==> config.mk <==
export PLATFORM = sky130hd
export DESIGN_NAME = iob_gray_ptr_rx
export DESIGN_NICKNAME = d
export VERILOG_FILES = /design/src/rtl/iob_gray_ptr_rx_pkg.sv /design/src/rtl/iob_gray_ptr_rx_sync.sv /design/src/rtl/iob_gray_ptr_rx.sv
export SDC_FILE = /design/constraint.sdc
export NUM_CORES = 1
export LEC_CHECK = 0
export BUFFER_PORTS_ARGS = -buffer_cell sky130_fd_sc_hd__buf_2
export CAP_MARGIN = 20
export CORE_MARGIN = 10
export CORE_UTILIZATION = 35
export CTS_CLUSTER_DIAMETER = 150
export DETAILED_ROUTE_END_ITERATION = 16
export PLACE_DENSITY = 0.64
export SLEW_MARGIN = 20
export SYNTH_ARGS = -nofsm -noshare
export SYNTH_HDL_FRONTEND = slang
export SYNTH_SLANG_ARGS = --single-unit
==> constraint.sdc <==
create_clock -name clk_i -period 2.3 [get_ports clk_i]
set_input_delay 0.23 -clock clk_i [delete_from_list [all_inputs] [get_ports clk_i]]
set_output_delay 0.23 -clock clk_i [all_outputs]
set_load 0.02 [all_outputs]
==> src/rtl/iob_gray_ptr_rx_pkg.sv <==
// Shared Gray-code helpers for the iob pointer blocks.
// Both the Gray counter (encoder) and the pointer receiver (decoder) use these
// functions, so the two sides of a crossing share one definition.
// Callers zero-extend to MAX_W bits and truncate the result back to their
// width. This works because zero upper bits do not change the lower bits of
// the prefix XOR.
package iob_gray_ptr_rx_pkg;

   localparam int unsigned MAX_W = 32;

   // Binary to Gray: g = b ^ (b >> 1)
   function automatic logic [MAX_W-1:0] bin2gray(input logic [MAX_W-1:0] b);
      return b ^ (b >> 1);
   endfunction

   // Gray to binary: b[MSB] = g[MSB]; b[i] = b[i+1] ^ g[i]
   function automatic logic [MAX_W-1:0] gray2bin(input logic [MAX_W-1:0] g);
      logic [MAX_W-1:0] b;
      b[MAX_W-1] = g[MAX_W-1];
      for (int i = MAX_W - 2; i >= 0; i--) begin
         b[i] = b[i+1] ^ g[i];
      end
      return b;
   endfunction

endpackage

==> src/rtl/iob_gray_ptr_rx_sync.sv <==
// Multi-flop synchronizer for a Gray-coded bus.
// Ports: clk_i/arst_n_i clock and async active-low reset; cke_i enable;
//        rst_i sync clear (qualified by cke_i); d_i async input; q_o last stage.
module iob_gray_ptr_rx_sync #(
   parameter int unsigned W      = 4,
   parameter int unsigned STAGES = 2
) (
   input  logic         clk_i,
   input  logic         cke_i,
   input  logic         arst_n_i,
   input  logic         rst_i,
   input  logic [W-1:0] d_i,
   output logic [W-1:0] q_o
);

   logic [W-1:0] sync_q [STAGES];
   logic [W-1:0] sync_d [STAGES];

   // Shift chain; a sync clear flushes any value still in flight
   always_comb begin
      sync_d[0] = d_i;
      for (int unsigned i = 1; i < STAGES; i++) begin
         sync_d[i] = sync_q[i-1];
      end
      if (rst_i) begin
         for (int unsigned i = 0; i < STAGES; i++) begin
            sync_d[i] = '0;
         end
      end
   end

   always_ff @(posedge clk_i or negedge arst_n_i) begin
      if (!arst_n_i) begin
         for (int unsigned i = 0; i < STAGES; i++) begin
            sync_q[i] <= '0;
         end
      end else if (cke_i) begin
         for (int unsigned i = 0; i < STAGES; i++) begin
            sync_q[i] <= sync_d[i];
         end
      end
   end

   assign q_o = sync_q[STAGES-1];

endmodule

==> src/rtl/iob_gray_ptr_rx.sv <==
// Receiving end of a Gray-coded pointer crossing into the clk_i domain.
// The remote Gray pointer is synchronized, decoded and compared with the local
// binary read pointer to produce level, empty, advance and overflow flags.
// Ports: clk_i, cke_i, arst_n_i (async, active-low), rst_i (sync clear);
//        gray_i remote Gray pointer; rd_ptr_i local binary pointer;
//        bin_o decoded pointer; level_o = bin - rd_ptr (mod 2**W);
//        empty_o level is zero; adv_o/delta_o one-cycle advance pulse and step;
//        overflow_o sticky flag for level above 2**(W-1).
module iob_gray_ptr_rx
   import iob_gray_ptr_rx_pkg::*;
#(
   parameter int unsigned W           = 4,
   parameter int unsigned SYNC_STAGES = 2
) (
   input  logic         clk_i,
   input  logic         cke_i,
   input  logic         arst_n_i,
   input  logic         rst_i,
   input  logic [W-1:0] gray_i,
   input  logic [W-1:0] rd_ptr_i,
   output logic [W-1:0] bin_o,
   output logic [W-1:0] level_o,
   output logic         empty_o,
   output logic         adv_o,
   output logic [W-1:0] delta_o,
   output logic         overflow_o
);

   localparam int unsigned DEPTH = 1 << (W - 1);

   logic [W-1:0] gray_sync;
   logic [W-1:0] bin_n;
   logic [W-1:0] level_n;

   logic [W-1:0] bin_q,    bin_d;
   logic [W-1:0] level_q,  level_d;
   logic         nempty_q, nempty_d;
   logic         adv_q,    adv_d;
   logic [W-1:0] delta_q,  delta_d;
   logic         ovf_q,    ovf_d;

   iob_gray_ptr_rx_sync #(
      .W      (W),
      .STAGES (SYNC_STAGES)
   ) u_sync (
      .clk_i    (clk_i),
      .cke_i    (cke_i),
      .arst_n_i (arst_n_i),
      .rst_i    (rst_i),
      .d_i      (gray_i),
      .q_o      (gray_sync)
   );

   // Decode and compare; level uses the next bin so it lines up with bin_o
   always_comb begin
      bin_n    = W'(gray2bin(MAX_W'(gray_sync)));
      level_n  = bin_n - rd_ptr_i;

      bin_d    = bin_n;
      level_d  = level_n;
      nempty_d = (level_n != '0);
      adv_d    = (bin_n != bin_q);
      delta_d  = adv_d ? (bin_n - bin_q) : '0;
      ovf_d    = ovf_q | ({1'b0, level_n} > (W+1)'(DEPTH));

      if (rst_i) begin
         bin_d    = '0;
         level_d  = '0;
         nempty_d = 1'b0;
         adv_d    = 1'b0;
         delta_d  = '0;
         ovf_d    = 1'b0;
      end
   end

   always_ff @(posedge clk_i or negedge arst_n_i) begin
      if (!arst_n_i) begin
         bin_q    <= '0;
         level_q  <= '0;
         nempty_q <= 1'b0;
         adv_q    <= 1'b0;
         delta_q  <= '0;
         ovf_q    <= 1'b0;
      end else if (cke_i) begin
         bin_q    <= bin_d;
         level_q  <= level_d;
         nempty_q <= nempty_d;
         adv_q    <= adv_d;
         delta_q  <= delta_d;
         ovf_q    <= ovf_d;
      end
   end

   // Empty is kept inverted so every flop clears to zero
   assign bin_o      = bin_q;
   assign level_o    = level_q;
   assign empty_o    = ~nempty_q;
   assign adv_o      = adv_q;
   assign delta_o    = delta_q;
   assign overflow_o = ovf_q;

endmodule

==> summary.md, run 1 <==
| Metric | Value |
|---|---|
| CTS Buffer Depth | 2 |
| Flop2flop setup slack | 0.07 ns |
| Main combinational cell family by area after synthesis | compound AO/OA/AOI/OAI gates |
| Final setup margin | 0.0681 ns |
| Metal2 WL | 1.29 mm |
| Top Metal Used | met4 |
| Proportion of netlist area held by the largest area contributor | 0.472 |
| Die area | 6240 um2 |
| Syn Inst Count | 115 |
| Worst Hold Class | primary input to register |
| Sequential-to-total area share from yosys stat | 0.472 |
| FF-to-FF End | overflow_o |
| Worst path slowest cell | fa_2 |
| First-pass GRT wire length | 4.77 mm |
| Slew @ Worst Pin | 0.509 ns |
| Core Util, Final | 0.432 |
| Met1 Wirelength | 1.21 mm |
| Slew HR | 0.661 |
| Seq cells post-synth | 23 |
| Max FO, Critical Path | 2 |
| Crit-path max cell delay | 0.55 ns |
| RSZ-0062 raised after global routing | true |
| Via density | 4.85 |
| H-Tree Depth | 1 |
| DRT iter0 DRCs | 31 |
| Register clock-pin slew on the reported worst setup and hold paths | 0.13 ns |
| Yosys warning count | 0 |
| Initial antenna violation count | 0 |
| Antenna Cells | 0 |
| Req. time, crit path | 2.53 ns |
| Root buffer cell | clkbuf_4 |
| Starting density of the core | 0.362 |
| Total CTS buffers | 3 |
| FF-to-FF Start | u_sync.q_o[3] |
| Fin. max-slew vios | 0 |
| Vias in the first global route | 1,035 |
| CP cell instances | xnor3_2 -> xnor2_2 -> ha_1 -> inv_1 -> fa_2 -> and3b_1 -> o31ai_1 |
| PortBufs | 26 |
| Worst-Skew Late Latency | 0.31 ns |
| Detail Route Antenna Nets | 0 |
| Max Clk Rate | 0.448 GHz |
| P_leak | 0.000740 uW |
| Area grow syn2layout | 19.3% |
| WL final | 2.68 mm |
| Power per cell area | 821 nW/um2 |
| Hold_sp | gray_i[1] |
| Ys async rst share | 1.00 |
| Synth area leader | dfrtp_1 |
| GPL Wtd Cong | 0.735 |
| Mapped cell area | 1220 um2 |
| Critical path class | register to register |
| Status | complete, no violations |
| Die Y | 79.0 um |
| Period Utilization, post-route | 0.970 |
| Nets | 167 |
| Clock sink total | 23 |
| Largest net degree at the start of global routing | 25 |
| Arr. time, crit path | 2.46 ns |
| Pre-CTS WS | 0.0340 ns |
| DRC Markers | 0 |
| Min cycle time layout | 2.23 ns |
| Crit start category | register |
| 1st-pass router iterations | 4 |
| Post-synthesis adder-cell area fraction | 0.0945 |
| Ys flop type | dfrtp_1 |
| Xor and xnor area share after synthesis | 0.0760 |
| Row Count | 21 |
| TritonCTS clock tree | built |
| Crit path capture type | register |
| Synth Area in Compound Gates | 0.147 |
| Reg2reg path depth | 7 |
| Fin. Hold Viols | 0 |
| Layout fillers | 348 |
| Die Span X | 79.0 um |
| Share of post-route cells with drive strength above 1 | 0.274 |
| Max cap viols | 0 |
| Vias | 932 |
| Syn Nets | 135 |
| Multiplexer share of the synthesized area | 0.0216 |
| Peak VDD IR | 0.000234 V |
| Simple-Gate Fraction of Synth Area | 0.104 |
| Worst Hold Depth | 3 |
| Post-synth EDFFs | 0 |
| I/O pin count | 27 |
| GR Util All Layers | 0.0936 |
| Core region area | 3360 um2 |
| Min-Delay Endpoint | u_sync.sync_q[5] |
| Top cells by area, synth | dfrtp_1, ha_1, inv_1 |
| DP HPWL | 2.05 mm |
| Layout Skew | 0.00482 ns |
| Setup-failing EPs final | 0 |
| Number of distinct library cells after synthesis | 30 |
| Overflow after GRT | 0 |
| Met3 WL post-DR | 122 um |
| Mean cell area of the mapped netlist | 10.6 um2 |
| DR WL/cell | 14.0 um |
## per-stage QoR
stage | area, um2 | power (uW) | std cells | hold WS [ns] | setup TNS, ns
floorplan | 1220 | 840 | 115 | -0.0656 | 0
global placement | 1390 | 982 | 185 | 0.229 | 0
detailed placement | 1390 | 999 | 185 | 0.233 | 0
CTS | 1430 | 1190 | 190 | 0.112 | 0
global route | 1450 | 1300 | 192 | 0.125 | -0.0627
finish | 1450 | 1190 | 192 | 0.123 | 0
## critical path: cells and delay by family (launching register included)
family / cells / cell delay, ns
AOI/OAI and AO/OA: 1 / 0.18
DFF: 1 / 0.42
adders and majority gates: 2 / 0.72
xor gates and xnor gates: 2 / 0.58
buffers and inverters: 1 / 0.06
and+or+nand+nor: 1 / 0.20
## sequential cells by signal, summed over array words and instances (netlist names)
| name | cells |
|---|---|
| adv_o | 1 |
| overflow_o | 1 |
| bin_o | 4 |
| u_sync.sync_q | 4 |
| nempty_q | 1 |
| level_o | 4 |
| delta_o | 4 |
| u_sync.q_o | 4 |
## how the worst max path moves through the flow
stage	startpoint	endpoint	slack [ns]	depth (start not counted)
finish	u_sync.q_o[3]	overflow_o	0.07	7
global route	u_sync.q_o[3]	overflow_o	-0.06	7
CTS	u_sync.q_o[2]	overflow_o	0.01	8
detailed placement	u_sync.q_o[2]	nempty_q	0.03	8
global placement	u_sync.q_o[2]	overflow_o	0.14	7
floorplan	u_sync.q_o[3]	overflow_o	0.07	9
## final cells by class
| type | instances | area, um2 | share of cell area |
|---|---|---|---|
| repair buffers | 32 | 178 | 0.122 |
| clock buffers | 4 | 26.3 | 0.0181 |
| multi-input cells | 69 | 549 | 0.378 |
| well taps | 46 | 57.6 | 0.0396 |
| flip-flops and latches | 23 | 576 | 0.396 |
| inverters | 18 | 67.6 | 0.0465 |
## cells in the final DEF (no fill, tap or decap), types with 2 or more instances in the layout
master	Yosys	layout
xnor2_1	5	4
o21ai_0	10	9
nand3b_1	5	5
buf_2	0	26
inv_1	18	18
o2bb2ai_1	2	2
buf_4	0	5
nand3_1	3	3
nor2_1	2	2
dfrtp_1	23	23
nand2_1	10	10
ha_1	6	6
o22ai_1	2	2
clkbuf_4	0	3
nor2b_1	2	2
o31ai_1	6	6
xnor2_2	1	2
a31oi_1	2	2
## synth_stat cells, types with 3 or more instances
| library cell | instances |
|---|---|
| o31ai_1 | 6 |
| dfrtp_1 | 23 |
| clkbuf_1 | 3 |
| nand3_1 | 3 |
| inv_1 | 18 |
| o21ai_0 | 10 |
| xnor2_1 | 5 |
| nand2_1 | 10 |
| nand3b_1 | 5 |
| ha_1 | 6 |
## layer usage
layer,global-route usage,vias to the layer above
li1,-,454
met1,0.105,451
met2,0.162,21
met3,0.0214,6
met4,0.0484,0
met5,0,-
## cell families after synthesis
logic type                 count (synthesis)
adders and majority gates                  8
muxes                                      2
xor gates and xnor gates                   8
AOI/OAI and AO/OA                         27
DFF                                       23
and+or+nand+nor                           24
buffers and inverters                     23
## timing repair
item | CTS | global route
resized for setup | 0 | 3
setup buffers | 0 | 2
setup endpoints to repair | 0 | 5
hold buffers | 1 | 0
hold endpoints to repair | 23 | 0
## power by group
group	switching, uW	internal [uW]	leakage, uW	total [uW]
logic	277	214	0.000425	491
clock network	119	67.7	0.0000150	187
registers	39.2	477	0.000300	516
total	435	759	0.000740	1190
No activity file was read; power rests on OpenSTA's default activity.
==> inputs of run 2 (changes only) <==
- RECOVER_POWER: default -> 100
- clock period: 2.3 -> 1.99 ns (I/O delays scaled with it)
==> run 2 against run 1 <==
The flow now finishes with violations (negative setup slack). Power increased by 23%. Routed wire length increased by 8.5%. Hold slack got worse by 0.035 ns. First-iteration DRC count unchanged. Sequential power increased by 17%. Combinational power increased by 31%. Sequential share of layout area decreased by 1.4 points. Global-route usage about the same. Clock power increased by 18%.
==> summary.md, run 2 (synthesis gave the netlist of run 1 again) <==
| Metric | Value |
|---|---|
| Status | complete, but fails checks |
| Failing checks | negative setup slack |
| Largest net degree at the start of global routing | 24 |
| Antenna Cells | 0 |
| Critical path class | register to register |
| Max cap viols | 0 |
| Via density | 4.77 |
| Total CTS buffers | 3 |
| Period Utilization, post-route | 1.12 |
| P_leak | 0.000702 uW |
| Share of post-route cells with drive strength above 1 | 0.230 |
| Pre-CTS WS | -0.179 ns |
| Arr. time, crit path | 2.46 ns |
| Fin. Hold Viols | 0 |
| Crit start category | register |
| Register clock-pin slew on the reported worst setup and hold paths | 0.13 ns |
| Peak VDD IR | 0.000531 V |
| GR Util All Layers | 0.0937 |
| Most frequent cells in the layout | dfrtp_1, inv_1, clkbuf_1 |
| First-pass GRT wire length | 4.75 mm |
| GPL Wtd Cong | 0.803 |
| Power per cell area | 971 nW/um2 |
| WL final | 2.91 mm |
| Req. time, crit path | 2.23 ns |
| Min cycle time layout | 2.22 ns |
| Commonest non-fill, non-tap cell in the layout | dfrtp_1 |
| Slew @ Worst Pin | 1.24 ns |
| Setup-failing EPs final | 8 |
| Detail Route Antenna Nets | 0 |
| Worst path slowest cell | fa_2 |
| RSZ-0062 raised after global routing | true |
| Initial antenna violation count | 0 |
| Starting density of the core | 0.362 |
| CTS Buffer Depth | 2 |
| Core Util, Final | 0.448 |
| Slew HR | 0.175 |
| CP delay by family, top | adder cells |
| Clock sink total | 23 |
| Reg2reg path depth | 7 |
| Max Clk Rate | 0.450 GHz |
| H-Tree Depth | 1 |
| Overflow after GRT | 0 |
| Final setup margin | -0.233 ns |
| Die Span X | 79.0 um |
| I/O pin count | 27 |
| CP cell instances | xnor3_2 -> xnor2_2 -> ha_2 -> inv_2 -> fa_2 -> and3b_1 -> o31ai_1 |
| Vias in the first global route | 1,022 |
| Die area | 6240 um2 |
| Crit-path max cell delay | 0.53 ns |
| DR WL/cell | 14.7 um |
| Power Total | 1460 uW |
| Die Y | 79.0 um |
| Fin. max-slew vios | 0 |
| 1st-pass router iterations | 4 |
| WP buf/inv | 1 |
| Crit path capture type | register |
| DRT iter0 DRCs | 31 |
| WP depth | 7 |
| Root buffer cell | clkbuf_4 |
| PortBufs | 26 |
| Worst-Skew Late Latency | 0.32 ns |
| DRC Markers | 0 |
| Layout Skew | 0.00732 ns |
| Nets | 173 |
| Area grow syn2layout | 23.7% |
| Core region area | 3360 um2 |
| Row Count | 21 |
| DP HPWL | 2.17 mm |
| Worst Hold Depth | 3 |
| TritonCTS clock tree | built |
| Vias | 944 |
| Hold slack | 0.0881 ns |
| Max FO, Critical Path | 2 |
| Worst Hold Class | primary input to register |
-- run 2: cell count changes in the layout (fill, tap and decap cells not counted), moves of 2 or more --
cell      before  now
buf_2         26   10
buf_4          5   10
clkbuf_1       1   17
ha_1           6    4
o21ai_0        9    7
o21ai_1        1    3
-- run 2: worst register-to-register path: stages, from the launching register on --
cell     delay (ns)
dfrtp_1        0.42
xnor3_2        0.42
xnor2_2        0.17
ha_2           0.20
inv_2          0.04
fa_2           0.53
and3b_1        0.19
o31ai_1        0.18
-- run 2: cell type report --
class	count	area (um2)
Clock inverter	1	5.00
Multi-Input combinational cell	69	581
Clock buffer	3	22.5
Inverter	18	67.6
Tap cell	46	57.6
Timing Repair Buffer	38	199
Fill cell	358	1860
Sequential cell	23	576
-- run 2: final timing paths --
path	start	endpoint	slack, ns
min reg2reg	level_o[0]	level_o[0]	0.50
max	u_sync.q_o[3]	overflow_o	-0.23
max in group asynchronous	arst_n_i	bin_o[0]	0.62
min in group asynchronous	arst_n_i	level_o[3]	0.65
min	gray_i[1]	u_sync.sync_q[5]	0.09
max reg2reg	u_sync.q_o[3]	overflow_o	-0.23
-- run 2: through the flow --
step	instance area (um2)	cells	TNS [ns]
detailed placement	1440	191	-0.940
finish	1510	198	-1.03
global route	1510	198	-2.02
CTS	1510	197	-0.902
global placement	1440	191	-0.557
floorplan	1220	115	-0.327
-- run 2: layer usage --
layer	vias to the layer above	wire (um)	global-route usage
li1	461	-	-
met1	460	1260	0.101
met2	19	1500	0.173
met3	4	117	0.0304
met4	0	29	0.0215
met5	-	0	0
-- run 2: what timing repair did --
| action | 4_1_cts | 5_1_grt |
|---|---|---|
| setup buffers | 1 | 1 |
| cloned | 0 | 0 |
| hold buffers | 1 | 0 |
| endpoints found under the hold margin | 23 | 0 |
| resized for setup | 6 | 5 |
| setup endpoints to repair | 8 | 9 |
| pin swaps | 5 | 2 |
-- run 2: report_power, final --
part	switching, uW	internal [uW]	leakage (uW)	total, uW
Sequential	50.9	551	0.000300	602
Combinational	361	281	0.000385	642
Clock	145	75.2	0.0000177	220
